[config.mk]
export PLATFORM = sky130hd
export DESIGN_NAME = banco_registros
export DESIGN_NICKNAME = d
export VERILOG_FILES = /design/src/rtl/banco_registros.sv
export SDC_FILE = /design/constraint.sdc
export NUM_CORES = 1
export LEC_CHECK = 0
export BUFFER_PORTS_ARGS = -buffer_cell sky130_fd_sc_hd__buf_4
export CORE_MARGIN = 4
export CORE_UTILIZATION = 55
export CTS_CLUSTER_DIAMETER = 50
export DETAILED_ROUTE_END_ITERATION = 6
export GPL_TIMING_DRIVEN = 1
export PLACE_DENSITY = 0.78
export SLEW_MARGIN = 0
export SYNTH_ARGS = -nofsm -noshare
export SYNTH_HDL_FRONTEND = slang
export SYNTH_SLANG_ARGS = --single-unit
[constraint.sdc]
create_clock -name clk_i -period 6.5 [get_ports clk_i]
set_clock_uncertainty 0.15 [all_clocks]
set_input_delay 0.975 -clock clk_i [delete_from_list [all_inputs] [get_ports clk_i]]
set_output_delay 0.975 -clock clk_i [all_outputs]
set_load 0.03 [all_outputs]
[src/rtl/banco_registros.sv]
// banco_registros: 2R/1W register file with r0 hard-wired to zero and a post-reset clearing sweep
module banco_registros #(
  parameter int DATA_W = 32,
  parameter int ADDR_W = 5,
  parameter bit BYPASS = 1'b1
) (
  input  logic              clk_i,
  input  logic              rst_i,
  input  logic [ADDR_W-1:0] ra1_i,
  input  logic [ADDR_W-1:0] ra2_i,
  output logic [DATA_W-1:0] rd1_o,
  output logic [DATA_W-1:0] rd2_o,
  input  logic              we_i,
  input  logic [ADDR_W-1:0] wa_i,
  input  logic [DATA_W-1:0] wd_i,
  output logic              busy_o
);
  typedef enum logic {CLEAR, IDLE} state_t;
  state_t state, state_n;
  logic [ADDR_W-1:0] cnt, cnt_n;
  logic busy_n;
  logic [DATA_W-1:0] mem [2**ADDR_W];
  always_ff @(posedge clk_i) begin
    if (rst_i) begin
      state  <= CLEAR;
      cnt    <= ADDR_W'(1);
      busy_o <= 1'b1;
    end else begin
      state  <= state_n;
      cnt    <= cnt_n;
      busy_o <= busy_n;
    end
  end
  always_comb begin
    state_n = (state == CLEAR && cnt == '1) ? IDLE : state;
    cnt_n   = (state == CLEAR) ? cnt + 1'b1 : cnt;
    busy_n  = state_n == CLEAR;
  end
  // Storage has no reset; the sweep zeroes it one entry per edge.
  always_ff @(posedge clk_i) begin
    if (!rst_i) begin
      if (state == CLEAR) mem[cnt] <= '0;
      else if (we_i && wa_i != '0) mem[wa_i] <= wd_i;
    end
  end
  assign rd1_o = (busy_o || ra1_i == '0) ? '0 : (BYPASS && we_i && ra1_i == wa_i) ? wd_i : mem[ra1_i];
  assign rd2_o = (busy_o || ra2_i == '0) ? '0 : (BYPASS && we_i && ra2_i == wa_i) ? wd_i : mem[ra2_i];
endmodule

**Word level (Yosys, flattened, before mapping)**

Memories as Yosys holds them, arrays and structs flattened.
Index checks and enable logic that the tools add are counted.

- Bitwise gates (word level): 2
- $add $sub $neg: 1
- Reduce and logical (&&, ||, !) cells: 10
- Eq/ne operators: 3
- Muxes and demuxes: 15

Operators with widths:

| operator | count |
|---|---|
| 32-bit 2-to-1 mux | 5 |
| 32-bit OR reduction | 1 |
| 5-bit equality test | 2 |
| 5-bit logical NOT | 2 |
| 1-bit 2-to-1 mux | 9 |
| 5-bit by 1-bit adder with 5-bit output, second input constant | 1 |
| 5-bit equality test, second input constant | 1 |
| 5-bit 2-to-1 mux | 1 |
| 5-bit nonzero test | 1 |
| 1-bit logical AND | 4 |
| 1-bit logical OR | 2 |
| 1-bit inverter | 2 |

- Word-level logic and storage cells: 35
- Memory bits (writable): 1,024
- Input port bits: 50
- Register bits: 7
- Memories kept: 1
- Output and inout bits: 65

Memory list:

| memory | depth | bits a word | read ports | clocked after memory_dff | wr ports | line | RTL |
|---|---|---|---|---|---|---|---|
| mem | 32 | 32 | 2 | 0 | 1 | 22 | `logic [DATA_W-1:0] mem [2**ADDR_W];` |

**Logic depth before layout (Yosys ltp)**

- Depth in word-level cells: 8
- Mapped depth: 9
- Mapped depth without buffers: 6

**Least setup slack after synthesis**

Ideal clock, no wire load.

- Path kind: input port to flip-flop
- Start: input wa_i[3]
- End: memory mem[11][0] (enable)
- Buffers on the path: 2
- Data required time: 5.889 ns
- Data arrival time: 4.587 ns
- Stages: 7
- Library setup time: 0.461 ns
- Path slack: 1.302 ns
- Path through: buf_2 -> or4_1 -> o2111a_1 -> buf_6 -> mux2_2 -> nand2_1 -> nor3_1

- Longest elaborated chain between the ends: 8
- Elaborated cells between the ends (all ways): 9
- Those cells by class: mux: 6; reduce/logical: 3

RTL lines:

| element | line | RTL |
|---|---|---|
| start, declared | 14 | `input logic [ADDR_W-1:0] wa_i,` |
| 5-bit nonzero test | 43 | `else if (we_i && wa_i != '0) mem[wa_i] <= wd_i;` |
| 1-bit logical AND | 43 |  |
| 1-bit 2-to-1 mux | 43 |  |
| 1-bit 2-to-1 mux | 42 | `if (state == CLEAR) mem[cnt] <= '0;` |
| 1-bit 2-to-1 mux | 41 | `if (!rst_i) begin` |
| 1-bit 2-to-1 mux (implied by the code) | 43 |  |
| 32-bit OR reduction (no line) | -- |  |
| 5-bit 2-to-1 mux (no line) or 1-bit 2-to-1 mux (tied branches) | -- |  |
| end, declared | 22 |  |

Parallel ways exist; a longest one is shown, timed or not.

**Worst setup path in the final report**

- Start: input ra1_i[2]
- End: output rd1_o[10]

- Longest elaborated chain between the ends: 4
- Elaborated cells between the ends (all ways): 7
- Those cells by class: eq/ne: 1; mux: 2; reduce/logical: 3; memory: 1

RTL lines:

| element | line | RTL |
|---|---|---|
| start, declared | 9 | `input logic [ADDR_W-1:0] ra1_i,` |
| branches (longest 3 deep; another with memory read 32 x 32 bit) | -- |  |
| 32-bit 2-to-1 mux * | 46 | `assign rd1_o = (busy_o \|\| ra1_i == '0) ? '0 : (BYPASS && we_i && ra1_i == wa_i) ? wd_i : mem[ra1_i];` |
| end, declared | 11 | `output logic [DATA_W-1:0] rd1_o,` |

Every way passes the cells marked *.

==> results.md <==
- The flow ran to the end, but the final reports show violations.
- The checks that failed: design-rule violations.
- The number of cells traversed by the worst hold path is 2.
- The initial detailed-routing violation count is between 4,000 and 5,000.
- In this run the power density over the cells is 262 mW/mm^2.
- The number of slew-limit violations in the final report is 0.
- Across all layers, the routed design uses 30,589 vias.
- The first global-routing pass estimated approximately 220,000 um of wire.
- The floorplan has 108 rows.
- The xor-xnor portion of the synthesized cell area is less than 1%.
- The post-synthesis share of cell area spent on full adders, half adders and majority gates is less than 1%.
- The first detailed-routing pass took 7 iterations.
- The via count of the first global-routing pass is 31,543.
- The number of failing hold endpoints at the final stage is 0.
- The setup check on the worst reg-to-reg path leaves a slack of 1970 ps.
- The minimum clock period is 5290 ps.
- The total of flip-flops plus latches after synthesis is approximately 1,000.
- Static timing analysis puts the maximum clock frequency at 0.189 GHz.
- The depth of the worst register-to-register path is 6.
- After routing, the total negative slack on setup checks comes to 0 ps.
- For this run, the total global-route usage over all layers was measured as 32.6%.
- The transition time at the pin with the least slew margin is 1230 ps.
- The critical path is of the input port to primary output type.
- The top cell types in the final layout, fill and taps aside, are edfxtp_1 (1,024), mux4_2 (389), mux2i_1 (295).
- The count of hold buffers inserted by post-cts repair is 0.
- The final worst-path cycle share is 81.4%.
- In this run the tool buffered the top-level ports with approximately 110 buffer cells.
- The most common flop cell mapped by yosys is edfxtp_1.
- Setup repair after global routing left no endpoint under its margin.
- The H-tree was split into 3 levels.
- The final weighted congestion in routability-driven placement is 0.882.
- The arrival time at the worst endpoint is 4170 ps.
- The root buffer cell is clkbuf_16.
- The clock drives 1,031 sinks.
- Pin placement for this block handled 115 I/O pins.
- The leakage power total is 16.7 nW.
- In the final layout, the multi-input gates occupy 0.0171 mm^2.
- The library cell used most frequently in the layout, excluding fill and tap cells, is edfxtp_1.
- The path with the worst hold slack has its endpoint at cnt[2].
- The share of synthesized cell area in and, or, nand and nor gates is 2.36%.
- Summing all non-filler instances in the final layout gives an area of 0.0548 mm^2.
- The final setup violation count is 0.
- The worst register-to-register path ends at mem[6][24].
- The final HPWL from detailed placement is ~86,000 um.
- The cell taking the most area after synthesis is edfxtp_1.
- The worst setup path is captured at a primary output.
- The cell area that synthesis handed to floorplanning was a little under 0.05 mm^2.
- The source-to-sink clock delay at the later pin of the worst-skew pair is 670 ps.
- After global routing the overflow that remains totals 0.
- The initial utilization of the core area, before any placement, comes to 55.8%.
- The area growth from synthesis to layout is 12.4%.
- The total wire length is roughly 150,000 um.
- The die covers around 0.093 mm^2.
- The most critical setup path has its startpoint at ra1_i[2].
- The placeable core area is ~0.087 mm^2.
- The die is 306 um wide.
- Data on the critical path is required at its endpoint by 5370 ps.
- Once the clock tree was built, the setup fixing pass inserted 0 buffers.
- The average cell area after synthesis is 18.2 um^2.
- The net count reported at finish is 2,835.
- The relative slew slack is 18.0%.
- In this run the worst path has a maximum fanout of 26.
- OpenSTA, run right after detailed placement, puts the worst setup slack at 1350 ps.
- Sorting the synthesized cells by area gives the leading types as edfxtp_1 (63%), mux4_2 (18%), mux2i_1 (6.1%), a211oi_1 (1.4%), a221oi_1 (1.1%).
- The routed length per placed instance is 38.1 um.
- The number of antenna violations at the first check in global routing came to 6.
- The area used by sequential logic in the layout is 0.0309 mm^2.
- For this run, the number of Yosys warnings is 0.
- Cells fill between 60 and 70% of the core in the end.
- The number of nets in the synthesized netlist is roughly 2,700.
- The placed instances occupy a cell area of 0.0514 mm^2.
- Counting flops with a built-in enable in the synthesized netlist gives between 1,000 and 1,500.
- The overall die height is 306 um.
- Of the cells placed in the final design, the portion with a size suffix greater than 1 is 29.3%.
- The unique cell type count in the Yosys netlist is 54.
- VDD sags by at most 240 uV.
- The worst path meets setup with 1210 ps of slack.
- Entering global routing, the biggest net connects 100 pins.
- After clock tree synthesis, the clock-pin slew on the worst setup and hold paths is 60 ps.
- The share of the synthesized area in compound gates (AO/OA/AOI/OAI) is 6.98%.
- In the routed layout, each cell is associated on average with a via count of between 7 and 8.
- The maximum buffer depth of the clock tree is 3.
- The reg-to-reg startpoint is state.
- After synthesis, the share of cell area in mux cells is 24.8%.
- The fill cell total of the finished layout is 5,954.
- The fraction of registers with async set or reset after synthesis is 0%.
- The max-capacitance violation count is 0.
- After detailed routing, the number of remaining DRC violations is 4.
- The total clock buffers created by CTS is 110.
- The TritonCTS clock tree is built.
- Synthesis produced a netlist whose cell count is 2,682.
- The worst setup path is launched from an input port.
- The synthesized design devotes to its leading area cell type 63.1% of total area.
- The dominant combinational cell family by area after synthesis is multiplexers.
- The number of gates resized after cts is 0.
- The worst min-delay path category is input port to register.
- The share of the Yosys chip area taken by registers is 63.4%.
- The detail route stage leaves a number of antenna-violating nets equal to 0.
- The beginning of the worst hold path is rst_i.
## cell usage after synthesis, types with 3 or more instances
library cell and n:
nand2_2 3, o221ai_1 30, and2_1 65, nor2_1 41
inv_1 7, xor2_1 3, buf_4 22, a22oi_1 65
nand3b_1 3, nor2b_1 5, nand2b_1 5, nor3_1 9
xnor2_1 9, buf_6 4, a211oi_1 93, a221o_1 6
a211o_1 31, buf_1 18, nand3_1 3, o22ai_1 30
a22o_1 3, nor3b_1 3, mux2i_1 295, edfxtp_1 1024
a32o_1 31, nand2_1 84, mux2_2 26, mux4_2 389
buf_2 72, o21ai_0 40, dfxtp_1 7, a221oi_1 63
a21oi_1 59, clkbuf_1 108
## kinds of logic after synthesis
group | Yosys count
muxes | 714
adders and majority gates | 2
DFF | 1031
xor gates and xnor gates | 12
and+or+nand+nor | 233
AOI/OAI and AO/OA | 457
buffers and inverters | 233
## area by class of cell
class	count	area share, %
well taps	1155	2.64
flip-flops and latches	1031	56.4
repair buffers	214	3.48
multi-input cells	1418	31.2
clock inverters	69	0.948
diodes	1	0.00457
clock buffers	135	5.31
inverters	8	0.0594
## how the worst max path moves through the flow
stage                            end  slack, ps  cells after the start
after floorplan           mem[11][0]       1300                      7
after global placement    mem[6][25]       1420                      8
after detailed placement  mem[6][25]       1350                      8
after CTS                  rd1_o[10]       1400                      8
after global routing       rd1_o[10]       1200                      8
final                      rd1_o[10]       1210                      8
## worst max-delay path: stages
cell     delay [ps]
buf_4           560
xnor2_1         210
nand4_1         310
nor3_1          400
and2_2          930
buf_4           380
a211o_1         180
buf_4           160
## per-stage QoR
step | total power (W) | std cells | hold slack, ps
global route | 0.0147 | 4030 | 362
detailed placement | 0.00844 | 3826 | 402
global placement | 0.00841 | 3826 | 376
CTS | 0.0143 | 4030 | 337
floorplan | 0.00809 | 2682 | 356
finish | 0.0143 | 4031 | 377
## state kept, by name, summed over array words and instances, names as in the netlist
name / cells
busy_o: 1
cnt: 5
mem: 1024
state: 1
## where the power goes
| part | internal, W | switching (W) |
|---|---|---|
| logic | 0.000391 | 0.000625 |
| registers | 0.00728 | 0.0000332 |
| clock network | 0.00341 | 0.00261 |
| total | 0.0111 | 0.00327 |
## routing by layer
metal  global-route usage [%]  vias to the layer above  wire (um)  share of wire [%]
met4                     17.2                        4      10300                6.7
met3                     8.82                      589      21000                 14
met1                     41.8                    15597      50200                 33
met2                     51.6                     2701      71800                 47
met5                        0                        -         27              0.018
li1                         -                    11698          -                  -
Note: power is estimated with default switching activity, not from simulation.
